==> src/rtl/alu_pkg.sv <==
`default_nettype none
// ============================================================================
// alu_pkg : ALU control codes and forwarding selects shared by ALU decoder/EX.
// Revision: 1.0
// ============================================================================
package alu_pkg;

  localparam logic [3:0] ALU_AND = 4'd0;
  localparam logic [3:0] ALU_OR  = 4'd1;
  localparam logic [3:0] ALU_ADD = 4'd2;
  localparam logic [3:0] ALU_LUI = 4'd4;
  localparam logic [3:0] ALU_SUB = 4'd6;
  localparam logic [3:0] ALU_SLT = 4'd7;
  localparam logic [3:0] ALU_NOR = 4'd12;
  localparam logic [3:0] ALU_BAD = 4'd15;

  localparam logic [1:0] FWD_REG   = 2'd0;
  localparam logic [1:0] FWD_MEMWB = 2'd1;
  localparam logic [1:0] FWD_EXMEM = 2'd2;

endpackage
`default_nettype wire

==> src/rtl/alu_core.sv <==
`default_nettype none
// ============================================================================
// alu_core : combinational ALU producing result, zero, overflow, illegal.
// Revision: 1.0
// ============================================================================
module alu_core
  import alu_pkg::*;
#(
  parameter int WIDTH = 32
) (
  input  logic [WIDTH-1:0] a_i,
  input  logic [WIDTH-1:0] b_i,
  input  logic [3:0]       aluctrl_i,
  output logic [WIDTH-1:0] result_o,
  output logic             zero_o,
  output logic             overflow_o,
  output logic             illegal_o
);

  logic [WIDTH-1:0] w_sum;
  logic [WIDTH-1:0] w_diff;
  logic             w_slt;

  assign w_sum  = a_i + b_i;
  assign w_diff = a_i - b_i;
  assign w_slt  = $signed(a_i) < $signed(b_i);

  always_comb begin
    result_o   = '0;
    overflow_o = 1'b0;
    illegal_o  = 1'b0;
    case (aluctrl_i)
      ALU_AND: result_o = a_i & b_i;
      ALU_OR:  result_o = a_i | b_i;
      ALU_ADD: begin
        result_o   = w_sum;
        overflow_o = (a_i[WIDTH-1] == b_i[WIDTH-1]) && (w_sum[WIDTH-1] != a_i[WIDTH-1]);
      end
      ALU_LUI: result_o = b_i << 16;
      // Subtraction adds ~B, so overflow needs the operand signs to differ.
      ALU_SUB: begin
        result_o   = w_diff;
        overflow_o = (a_i[WIDTH-1] != b_i[WIDTH-1]) && (w_diff[WIDTH-1] != a_i[WIDTH-1]);
      end
      ALU_SLT: result_o = {{(WIDTH-1){1'b0}}, w_slt};
      ALU_NOR: result_o = ~(a_i | b_i);
      default: illegal_o = 1'b1;
    endcase
  end

  assign zero_o = (result_o == '0);

endmodule
`default_nettype wire

==> src/rtl/alu_ex_stage.sv <==
`default_nettype none
// ============================================================================
// alu_ex_stage : EX stage with operand forwarding, ALU and EX/MEM register.
// Revision: 1.0
// ============================================================================
module alu_ex_stage
  import alu_pkg::*;
#(
  parameter int WIDTH = 32,
  parameter int REGW  = 5
) (
  input  logic             clk,
  input  logic             reset,
  input  logic             in_valid,
  input  logic             stall,
  input  logic             flush,
  input  logic [3:0]       aluctrl,
  input  logic [WIDTH-1:0] a_val,
  input  logic [WIDTH-1:0] b_val,
  input  logic [WIDTH-1:0] imm,
  input  logic             alusrc,
  input  logic [1:0]       fwd_a,
  input  logic [1:0]       fwd_b,
  input  logic [WIDTH-1:0] exmem_data,
  input  logic [WIDTH-1:0] memwb_data,
  input  logic [REGW-1:0]  dest_in,
  input  logic             regwrite_in,
  input  logic             memread_in,
  input  logic             memwrite_in,
  output logic             out_valid,
  output logic [WIDTH-1:0] result,
  output logic [WIDTH-1:0] store_data,
  output logic             zero,
  output logic             overflow,
  output logic             illegal,
  output logic [REGW-1:0]  dest_out,
  output logic             regwrite_out,
  output logic             memread_out,
  output logic             memwrite_out
);

  logic [WIDTH-1:0] w_op_a;
  logic [WIDTH-1:0] w_fwd_b;
  logic [WIDTH-1:0] w_op_b;
  logic [WIDTH-1:0] w_alu_result;
  logic             w_alu_zero;
  logic             w_alu_ovf;
  logic             w_alu_ill;
  logic             w_squash;

  always_comb begin
    case (fwd_a)
      FWD_MEMWB: w_op_a = memwb_data;
      FWD_EXMEM: w_op_a = exmem_data;
      default:   w_op_a = a_val;
    endcase
    case (fwd_b)
      FWD_MEMWB: w_fwd_b = memwb_data;
      FWD_EXMEM: w_fwd_b = exmem_data;
      default:   w_fwd_b = b_val;
    endcase
  end

  assign w_op_b = alusrc ? imm : w_fwd_b;

  alu_core #(
    .WIDTH (WIDTH)
  ) u_alu_core (
    .a_i        (w_op_a),
    .b_i        (w_op_b),
    .aluctrl_i  (aluctrl),
    .result_o   (w_alu_result),
    .zero_o     (w_alu_zero),
    .overflow_o (w_alu_ovf),
    .illegal_o  (w_alu_ill)
  );

  // A faulting instruction still reaches EX/MEM but must not commit state.
  assign w_squash = w_alu_ovf | w_alu_ill;

  logic             valid_q,    valid_d;
  logic [WIDTH-1:0] result_q,   result_d;
  logic [WIDTH-1:0] store_q,    store_d;
  logic             zero_q,     zero_d;
  logic             ovf_q,      ovf_d;
  logic             ill_q,      ill_d;
  logic [REGW-1:0]  dest_q,     dest_d;
  logic             regwr_q,    regwr_d;
  logic             memrd_q,    memrd_d;
  logic             memwr_q,    memwr_d;

  always_comb begin
    valid_d  = valid_q;
    result_d = result_q;
    store_d  = store_q;
    zero_d   = zero_q;
    ovf_d    = ovf_q;
    ill_d    = ill_q;
    dest_d   = dest_q;
    regwr_d  = regwr_q;
    memrd_d  = memrd_q;
    memwr_d  = memwr_q;
    if (flush || (!stall && !in_valid)) begin
      valid_d  = 1'b0;
      result_d = '0;
      store_d  = '0;
      zero_d   = 1'b0;
      ovf_d    = 1'b0;
      ill_d    = 1'b0;
      dest_d   = '0;
      regwr_d  = 1'b0;
      memrd_d  = 1'b0;
      memwr_d  = 1'b0;
    end else if (!stall) begin
      valid_d  = 1'b1;
      result_d = w_alu_result;
      store_d  = w_fwd_b;
      zero_d   = w_alu_zero;
      ovf_d    = w_alu_ovf;
      ill_d    = w_alu_ill;
      dest_d   = dest_in;
      regwr_d  = regwrite_in & ~w_squash;
      memrd_d  = memread_in;
      memwr_d  = memwrite_in & ~w_squash;
    end
  end

  always_ff @(posedge clk) begin
    if (reset) begin
      valid_q  <= 1'b0;
      result_q <= '0;
      store_q  <= '0;
      zero_q   <= 1'b0;
      ovf_q    <= 1'b0;
      ill_q    <= 1'b0;
      dest_q   <= '0;
      regwr_q  <= 1'b0;
      memrd_q  <= 1'b0;
      memwr_q  <= 1'b0;
    end else begin
      valid_q  <= valid_d;
      result_q <= result_d;
      store_q  <= store_d;
      zero_q   <= zero_d;
      ovf_q    <= ovf_d;
      ill_q    <= ill_d;
      dest_q   <= dest_d;
      regwr_q  <= regwr_d;
      memrd_q  <= memrd_d;
      memwr_q  <= memwr_d;
    end
  end

  assign out_valid    = valid_q;
  assign result       = result_q;
  assign store_data   = store_q;
  assign zero         = zero_q;
  assign overflow     = ovf_q;
  assign illegal      = ill_q;
  assign dest_out     = dest_q;
  assign regwrite_out = regwr_q;
  assign memread_out  = memrd_q;
  assign memwrite_out = memwr_q;

endmodule
`default_nettype wire

==> config.mk <==
export PLATFORM = sky130hd
export DESIGN_NAME = alu_ex_stage
export DESIGN_NICKNAME = d
export VERILOG_FILES = /design/src/rtl/alu_pkg.sv /design/src/rtl/alu_core.sv /design/src/rtl/alu_ex_stage.sv
export SDC_FILE = /design/constraint.sdc
export NUM_CORES = 1
export LEC_CHECK = 0
export BUFFER_PORTS_ARGS = -buffer_cell sky130_fd_sc_hd__buf_2
export CAP_MARGIN = 20
export CORE_ASPECT_RATIO = 0.6
export CORE_MARGIN = 4
export CORE_UTILIZATION = 25
export DETAILED_ROUTE_END_ITERATION = 7
export GPL_ROUTABILITY_DRIVEN = 0
export HOLD_SLACK_MARGIN = 0.02
export PLACE_DENSITY = 0.43
export SLEW_MARGIN = 0
export SYNTH_ARGS = -nofsm -noshare
export SYNTH_HDL_FRONTEND = slang
export SYNTH_SLANG_ARGS = --single-unit
==> constraint.sdc <==
create_clock -name clk -period 5.73 [get_ports clk]
set_input_delay 1.146 -clock clk [delete_from_list [all_inputs] [get_ports clk]]
set_output_delay 1.146 -clock clk [all_outputs]
set_load 0.01 [all_outputs]
* After elaboration in Yosys (flattened, before gate mapping)
Index checks and enable logic that the tools add are counted.
** Word-level totals
- Memories kept :: 0
- Bits in writable memories :: 0
- Register bits after elaboration :: 76
- Output and inout bits :: 76
- Bits in latches :: 0
- Memory bits (read-only) :: 0
- Word-level logic and storage cells :: 50
** Cells by class
- Div/mod/pow operators :: 0
- Add/sub/neg operators :: 2
- Mux-type cells :: 6
- Bitwise logic cells :: 7
- Eq/ne operators :: 14
- Order comparisons :: 1
- Shifts and indexed selects :: 0
- Reduce and logical (&&, ||, !) cells :: 10
- $mul :: 0
** Operators by type and width (count)
- $pmux W32 S7 :: 1
- $pmux W32 S2 :: 2
- $add A32 B32 Y32 :: 1
- $and A32 B32 Y32 :: 1
- $logic_not A32 Y1 :: 1
- $lt A32 B32 Y1 :: 1
- $mux W32 :: 1
- $not A32 Y32 :: 1
- $or A32 B32 Y32 :: 1
- $sub A32 B32 Y32 :: 1
- $eq A4 B3 Y1 const B :: 3
- $reduce_or A7 Y1 :: 1
- $eq A2 B1 Y1 const B :: 2
- $eq A2 B2 Y1 const B :: 2
- $eq A4 B1 Y1 const B :: 1
- $eq A4 B2 Y1 const B :: 1
- $eq A4 B4 Y1 const B :: 1
- $logic_not A4 Y1 :: 1
- $logic_and A1 B1 Y1 :: 3
- $ne A1 B1 Y1 :: 3
- $and A1 B1 Y1 :: 2
- $logic_not A1 Y1 :: 2
- $pmux W1 S2 :: 1
- $reduce_or A2 Y1 :: 1
- 5 further kinds :: 5

* Longest topological paths before layout
Gate-level depths: netlist (run 1).
- Depth after elaboration :: 10
- Gate-level depth with buffers :: 24
- Mapped depth without buffers :: 20

* Cells and area by module
A second synthesis (run 1) with hierarchy kept.
** Unflattened totals
- Cells, all modules :: 1438
- Area, all modules :: 10107.2 sq um
** By module, submodules not included
- alu_core :: cells each 889, area an instance 5810.6 sq um, times used 1, seq. area each 0.0 sq um
- alu_ex_stage :: cells each 549, area an instance 4296.6 sq um, times used 1, seq. area each 1521.5 sq um

* Worst setup path before layout (run 1)
Ideal clock, no wire load.
- Path type :: in2reg
- Start :: input fwd_b[0]
- End :: register zero_q (netlist: zero)
- Buffers on the path :: 1
- Stages :: 21
- Data arrival time :: 6098 ps
- Path slack :: -455 ps
- Cells stage by stage :: inv_1 -> ha_1 -> clkbuf_1 -> a221o_1 -> o21ai_0 -> o21ai_0 -> ha_1 -> inv_1 -> fa_1 -> nand2b_1 -> a2111oi_2 -> o22ai_1 -> o41a_1 -> o21ai_0 -> a21boi_0 -> a221o_1 -> a221o_1 -> nor4b_2 -> nand4_1 -> or4_1 -> o31ai_1
** On the way
- Word-level cells in the longest chain between the ends :: 7
- Elaborated cells on any way between the ends :: 12
- Classes of those cells :: add/sub: 2; order compare: 1; eq/ne: 2; mux: 3; bitwise: 3; reduce/logical: 1
** Ends and longest elaborated chain
- start: declaration :: line alu_ex_stage.sv:23 : input logic [1:0] fwd_b,
- $eq A2 B2 Y1 / $eq A2 B1 Y1 (equally long branches) :: line alu_ex_stage.sv:57 : case (fwd_b)
- $pmux W32 S2 * :: line alu_ex_stage.sv:57
- $mux W32 * :: line alu_ex_stage.sv:64 : assign w_op_b = alusrc ? imm : w_fwd_b;
- parallel branches: the longest is 2 deep, another holds $sub A32 B32 Y32
- $pmux W32 S7 * :: line alu_core.sv:32 : case (aluctrl_i)
- $logic_not A32 Y1 * :: line alu_core.sv:51 : assign zero_o = (result_o == '0);
- end signal: assignment :: line alu_ex_stage.sv:144 : zero_q <= zero_d;
- end: declaration :: line alu_ex_stage.sv:84 : logic zero_q, zero_d;
Mark *: on every way between the ends.
A chain may end at the register's enable or synchronous reset.

* Worst setup path after layout (run 1)
Ends and elaborated chain as after synthesis.

==> results.md, run 1 <==
- Max Cap Violations: 0
- HPWL after DPL: 47.7 mm
- IO buf count: 257
- Core area: 39700 sq um
- First-pass iteration count of the detailed router: 6
- First-pass GRT wire length: ~83 mm
- Syn Nets: 1737
- Synth area leader: dfxtp_1
- Leak: roughly 7.6 nW
- Hold Crit Depth: 1
- Pint: around 2.1 mW
- Placed Area: around 15000 sq um
- Die Span Y: 164 um
- Yosys reg bits: between 70 and 80
- Share of cells above drive strength 1: 0.409
- Switch share: 0.445
- Clk_skew: 0 ps
- Max Fclk: between 0.15 and 0.2 GHz
- First DRT Iteration DRCs: roughly 1700
- VDD IR max: 0.129 mV
- Remaining global-route overflow: 0
- Pin count of the biggest net entering global routing: 69
- Startpoint types: primary input
- Cell count after synthesis: 1456
- Avg Cell Area, Syn: 7.00 sq um
- Total global-route track usage: 0.248
- # diodes: 0
- Crit Path Max Fanout: 5
- Synth async-reset ratio: 0
- # setup viols final: 0
- Power Density: 235 nW/um^2
- Worst Hold Class: flip-flop to flip-flop
- Total routed wirelength: 57.3 mm
- Vias: 14000
- Final Util: 0.406
- Initial antenna violation count: 0
- Synth Warn #: 0
- # IOs: 258
- Storage cell area: 1520 sq um
- Post-synth cell types: 95
- Num CTS Buffers: 9
- Total die area: 44200 sq um
- Number of flops mapped to enable cells by yosys: 0
- Sw power: 1.69 mW
- Clock tree root driver cell: clkbuf_16
- Critical Path AT: 6010 ps
- Drt wl/cell: 22.2 um
- CTS tree: done
- Skew-Pair Late Insertion Delay: 370 ps
- Vias per cell: 5.41
- Worst Tran Pin Value: between 1000 and 1500 ps
- Multi-input logic area: 8570 sq um
- Comb pwr share: 0.674
- H-tree depth: 3
- Placed insts: 2545
- Register area share after synthesis: 0.149
- Reg clk slew, reported paths: 70 ps
- Hold WS: 456 ps
- Sequential fraction of design power: 0.146
- Final nets: ~2300
- Crit path kind: primary input to flip-flop
- Setup TNS: 0 ps
- R2r worst-path depth: 2
- Outcome: finished clean
- Initial Utilization: 0.257
- Period minus WS final: 5720 ps
- Slew HR: 0.311
- Vias in the first global route: between 10000 and 15000
- Die width: 269 um
- # fillers: 4174
- Layout Cell Area excl Fill: around 16000 sq um
- Final hold vios: 0
- Top_reg_cell synth: dfxtp_1
- Clock Sinks: 76
- Period utilization: 0.999
- Crit. End Element: flip-flop
- Dominant cells by area after synthesis: dfxtp_1, ha_1, nor2_1, a21oi_1, o21ai_0
- Area growth, synth to finish: 57.9%
- DRC: 0
- Post-synth top area share: 0.149
- Clock group share of total power: 0.179
- Row count: 56
- Post-Layout Cell Count: 2585
- WP data required: 6020 ps
- Area of the mapped netlist: ~10000 sq um
- DRT antenna net count: 0
- Clk buf depth: 2
- Max Slew Vio Count: 0
==> through the flow <==
step           total power [mW]  setup WS (ps)
5_1_grt                    3.98          -18.7
3_5_place_dp               2.84           -958
2_1_floorplan              1.66          0.884
6_report                   3.79           6.39
4_1_cts                    3.60           3.63
3_3_place_gp               2.84           -909
==> power groups by stage <==
| stage | logic, mW | clock network, mW | registers, mW |
|---|---|---|---|
| final | 2.55 | 0.679 | 0.555 |
| after detailed placement | 2.28 | 0 | 0.566 |
| after CTS | 2.35 | 0.705 | 0.554 |
| after global placement | 2.27 | 0 | 0.566 |
| after global routing | 2.70 | 0.721 | 0.557 |
| after floorplan | 1.09 | 0 | 0.574 |
==> cells by family after synthesis <==
kind of cell / count (synthesis) / share of synthesized area
xor gates and xnor gates: 19 / 0.0163
buffers and inverters: 196 / 0.0748
AOI/OAI and AO/OA: 553 / 0.383
DFF: 76 / 0.149
muxes: 29 / 0.0288
adders and majority gates: 99 / 0.123
and+or+nand+nor: 484 / 0.225
==> critical path: stages <==
cell     delay (ps)
buf_6            90
buf_4           130
ha_4            170
buf_4           150
buf_4           150
a221o_1         320
o21ai_1         140
o21ai_2         110
ha_2            430
inv_1            90
or3_4           400
o41a_1          470
buf_6           150
o31ai_4         230
and3_4          250
o32ai_2          80
nor2_1          110
o21ai_1         100
or4bb_1         530
or4_4           560
o31ai_2         190
==> cell usage after synthesis (all sizes together) (11+ instances only) <==
master / count
nor2b: 23
o31ai: 13
nor3: 29
a211oi: 11
a22oi: 50
inv: 96
a21oi: 133
o21a: 29
o21bai: 16
nor2: 184
dfxtp: 76
a221o: 36
a21o: 15
nand2b: 26
nand3: 24
xnor2: 16
buf: 21
ha: 97
clkbuf: 79
mux2i: 26
o21ai: 113
a221oi: 22
nand2: 121
==> routing by layer <==
layer / track usage / up-vias / part of all wire
met4: 0.0237 / 0 / 0.010
met2: 0.301 / 806 / 0.34
li1: - / 6553 / -
met5: 0 / - / 0
met1: 0.407 / 6580 / 0.52
met3: 0.0917 / 54 / 0.13
==> area by class of cell <==
cell class | instances | area share
clock buffer | 9 | 0.0140
clock inverter | 7 | 0.00668
inverter | 96 | 0.0225
multi-input combinational | 1184 | 0.533
sequential | 76 | 0.0945
tap | 522 | 0.0406
timing repair buffer | 691 | 0.289
==> path summary, 6_finish.rpt <==
path | start | end | slack [ps]
worst min register to register | out_valid | out_valid | 460
worst max register to register | result[23] | result[23] | 4990
worst min-delay path | out_valid | out_valid | 460
worst max-delay path | fwd_b[0] | zero | 6
==> cell usage in the layout (no fill, tap or decap), types with 10 or more instances in the layout <==
cell type  synthesis  layout
o21ai_2            2      15
nor2_1           183     180
buf_4              1     422
nor2b_1           23      21
a22oi_1           50      50
a221oi_1          20      17
nand2b_1          26      25
ha_4               0      11
nand2_1          121     121
buf_6              2      10
nand3_1           24      24
xnor2_1           16      16
buf_2              4     254
a21oi_1          133     123
ha_1              97      83
o21bai_1          16      15
nor3_1            27      22
a221o_1           36      36
o21ai_1            6      16
a21o_1            15      15
dfxtp_1           76      76
inv_1             94      89
o21a_1            29      27
o21ai_0          105      78
mux2i_1           26      26
==> timing repair <==
| item | 4_1_cts | 5_1_grt |
|---|---|---|
| setup buffers | 5 | 18 |
| hold buffers | 0 | 0 |
| pin swaps | 10 | 38 |
| resized for setup | 53 | 95 |
| setup endpoints to repair | 6 | 7 |
(Power assumes the default switching activity.)
==> run 2: changes to the inputs <==
--- a/config.mk
+++ b/config.mk
@@ -14,6 +14,7 @@
 export GPL_ROUTABILITY_DRIVEN = 0
 export HOLD_SLACK_MARGIN = 0.02
 export PLACE_DENSITY = 0.43
+export SETUP_SLACK_MARGIN = 0.1
 export SLEW_MARGIN = 0
 export SYNTH_ARGS = -nofsm -noshare
 export SYNTH_HDL_FRONTEND = slang
==> results.md, run 2 (synthesis gave the netlist of run 1 again) <==
- Total global-route track usage: 0.248 (about the same)
- H-tree depth: 3 (unchanged)
- Share of cells above drive strength 1: 0.383 (was 0.409)
- Critical Path AT: 5910 ps (was 6010 ps)
- FF-to-FF setup slack: 5010 ps (was 4990 ps)
- CTS tree: done (unchanged)
- RSZ-0062 raised after global routing: true
- Clock Sinks: 76 (unchanged)
- Remaining global-route overflow: 0 (unchanged)
- Sw power: 1.63 mW (was 1.69 mW)
- Max stage delay on crit path: 620 ps (was 560 ps)
- DRC: 0 (unchanged)
- Kind of cell adding the most delay to the critical path: simple AND/OR/NAND/NOR gates (unchanged)
- Clk buf depth: 2 (unchanged)
- Area growth, synth to finish: 51.3% (was 57.9%)
- Dpl ws: -466 ps (was -958 ps)
- Slew HR: 0.351 (was 0.311)
- Layout Cell Area excl Fill: 15400 sq um (was 16100 sq um)
- Total die area: 44200 sq um (unchanged)
- Sequential fraction of design power: 0.152 (was 0.146)
- Commonest cells after routing, fill and taps aside: buf_4, buf_2, nor2_1 (unchanged)
- Core area: 39700 sq um (unchanged)
- First-pass iteration count of the detailed router: 5 (was 6)
- Crit Path Max Fanout: 11 (was 5)
- Final hold vios: 0 (unchanged)
- Pin count of the biggest net entering global routing: 63 (was 69)
- Worst Tran Pin Value: 969 ps (was 1030 ps)
- Row count: 56 (unchanged)
- Period minus WS final: 5620 ps (was 5720 ps)
- HPWL after DPL: 47.8 mm (was 47.7 mm)
- Drt wl/cell: 22.5 um (was 22.2 um)
- Hold Crit Depth: 1 (unchanged)
- Clk_skew: 0 ps (unchanged)
- CP cell instances: buf_2 > inv_1 > ha_4 > inv_2 > buf_4 > buf_4 > buf_4 > o21ai_0 > o21a_1 > ha_4 > buf_4 > nand4_1 > or4b_2 > o221a_2 > nor4_1 > o21ai_1 > a21oi_1 > nand2_1 > nand3_1 > o211ai_1 > or4_4 > o31ai_2 (was buf_6 > buf_4 > ha_4 > buf_4 > buf_4 > a221o_1 > o21ai_1 > o21ai_2 > ha_2 > inv_1 > or3_4 > o41a_1 > buf_6 > o31ai_4 > and3_4 > o32ai_2 > nor2_1 > o21ai_1 > or4bb_1 > or4_4 > o31ai_2)
- Skew-Pair Late Insertion Delay: 370 ps (about the same)
- Outcome: finished clean (unchanged)
- Setup ws final: 110 ps (was 6.39 ps)
- Slowest library cell on the worst path: or4b_2 (was or4_4)
- Vias: 13700 (was 14000)
- Max Cap Violations: 0 (unchanged)
- Vias per cell: 5.42 (was 5.41)
- # IOs: 258 (unchanged)
- Clock group share of total power: 0.183 (was 0.179)
- # fillers: 4291 (was 4174)
- Reg-to-Reg Start: result[23] (unchanged)
- Pint: 2.02 mW (was 2.10 mW)
- Comb pwr share: 0.665 (was 0.674)
- IO buf count: 257 (unchanged)
- Die Span Y: 164 um (unchanged)
- Max Slew Vio Count: 0 (unchanged)
- Num CTS Buffers: 9 (unchanged)
- Startpoint types: primary input (unchanged)
- Buf/Inv on CP: 7 (was 6)
- DRT antenna net count: 0 (unchanged)
- Worst Hold Class: flip-flop to flip-flop (unchanged)
- Power Density: 237 nW/um^2 (was 235 nW/um^2)
- Reg clk slew, reported paths: 70 ps (about the same)
- # setup viols final: 0 (unchanged)
- Initial Utilization: 0.257 (unchanged)
- Cell mode on critical path: buf_4 (unchanged)
- First-pass GRT wire length: 82.1 mm (was 82.7 mm)
- Max Fclk: 0.178 GHz (was 0.175 GHz)
- VDD IR max: 0.143 mV (was 0.129 mV)
- Clock tree root driver cell: clkbuf_16 (unchanged)
- WP data required: 6020 ps (about the same)
- Crit Reg-Reg Endpoint: result[23] (unchanged)
- Placed Area: 14700 sq um (was 14900 sq um)
- Period utilization: 0.981 (was 0.999)
- Most common cell after layout, fill and taps aside: buf_4 (unchanged)
- R2r worst-path depth: 2 (unchanged)
- Total routed wirelength: 56.9 mm (was 57.3 mm)
- Switch share: 0.447 (was 0.445)
- First DRT Iteration DRCs: 1515 (was 1729)
- Worst Min Path Start: out_valid (unchanged)
- Final Util: 0.389 (was 0.406)
- Crit. End Element: flip-flop (unchanged)
- Leak: 7.31 nW (was 7.62 nW)
- Initial antenna violation count: 0 (unchanged)
- Worst Hold End: out_valid (unchanged)
- Post-Layout Cell Count: 2530 (was 2585)
- Final nets: 2283 (was 2339)
- Placed insts: 2506 (was 2545)
- Vias in the first global route: 12800 (was 13100)
- Die width: 269 um (unchanged)
- Crit path kind: primary input to flip-flop (unchanged)
==> run 2: cell count changes in the layout (fill, tap and decap cells not counted), sizes merged <==
cell,previous run,this run
buf,691,635
clkbuf,9,10
clkinv,1,2
diode,0,1
inv,99,97
==> run 2: how the worst max path moves through the flow <==
stage,depth (start not counted),endpoint,slack (ps),from
global route,23,zero,-40,fwd_b[0]
floorplan,21,zero,100,fwd_b[1]
CTS,22,zero,4,fwd_b[0]
global placement,22,zero,-530,fwd_b[0]
finish,22,zero,110,fwd_b[0]
detailed placement,22,zero,-470,fwd_b[0]
==> run 2: final cells by class <==
type	count	area (sq um)	share of cell area
flip-flops and latches	76	1520	0.0986
multi-input cells	1184	8370	0.542
diodes	1	2.50	0.000162
well taps	522	653	0.0423
repair buffers	635	4180	0.271
inverters	96	365	0.0237
clock buffers	10	239	0.0155
clock inverters	6	96.3	0.00624
==> run 2: what timing repair did <==
action	in CTS	in global routing
setup buffers	0	7
hold buffers	0	0
cloned	0	0
resized for setup	6	70
endpoints found under the setup margin	5	7
pin swaps	0	24
==> run 2: worst register-to-register path, cell delays in order, from the launching register on <==
cell      delay (ps)
dfxtp_1          320
nor2_1            40
a311oi_1         260
==> run 2: metrics by stage <==
step / hold WS [ps] / total power, mW / TNS, ps
2_1_floorplan: 486 / 1.68 / 0
6_report: 451 / 3.65 / 0
5_1_grt: 473 / 3.85 / -38.0
3_3_place_gp: 429 / 2.81 / -2400
4_1_cts: 457 / 3.51 / 0
3_5_place_dp: 441 / 2.81 / -2270
==> run 2: power by group through the flow <==
stage	Combinational (mW)	Clock, mW	Sequential (mW)
floorplan	1.10	0	0.574
global placement	2.24	0	0.567
detailed placement	2.24	0	0.567
CTS	2.26	0.693	0.555
global route	2.58	0.716	0.557
finish	2.43	0.670	0.555
==> run 2: layer usage <==
metal,track usage,wire [um]
met3,0.107,7780
met5,0,26
met2,0.296,19400
met1,0.399,29200
met4,0.0304,549
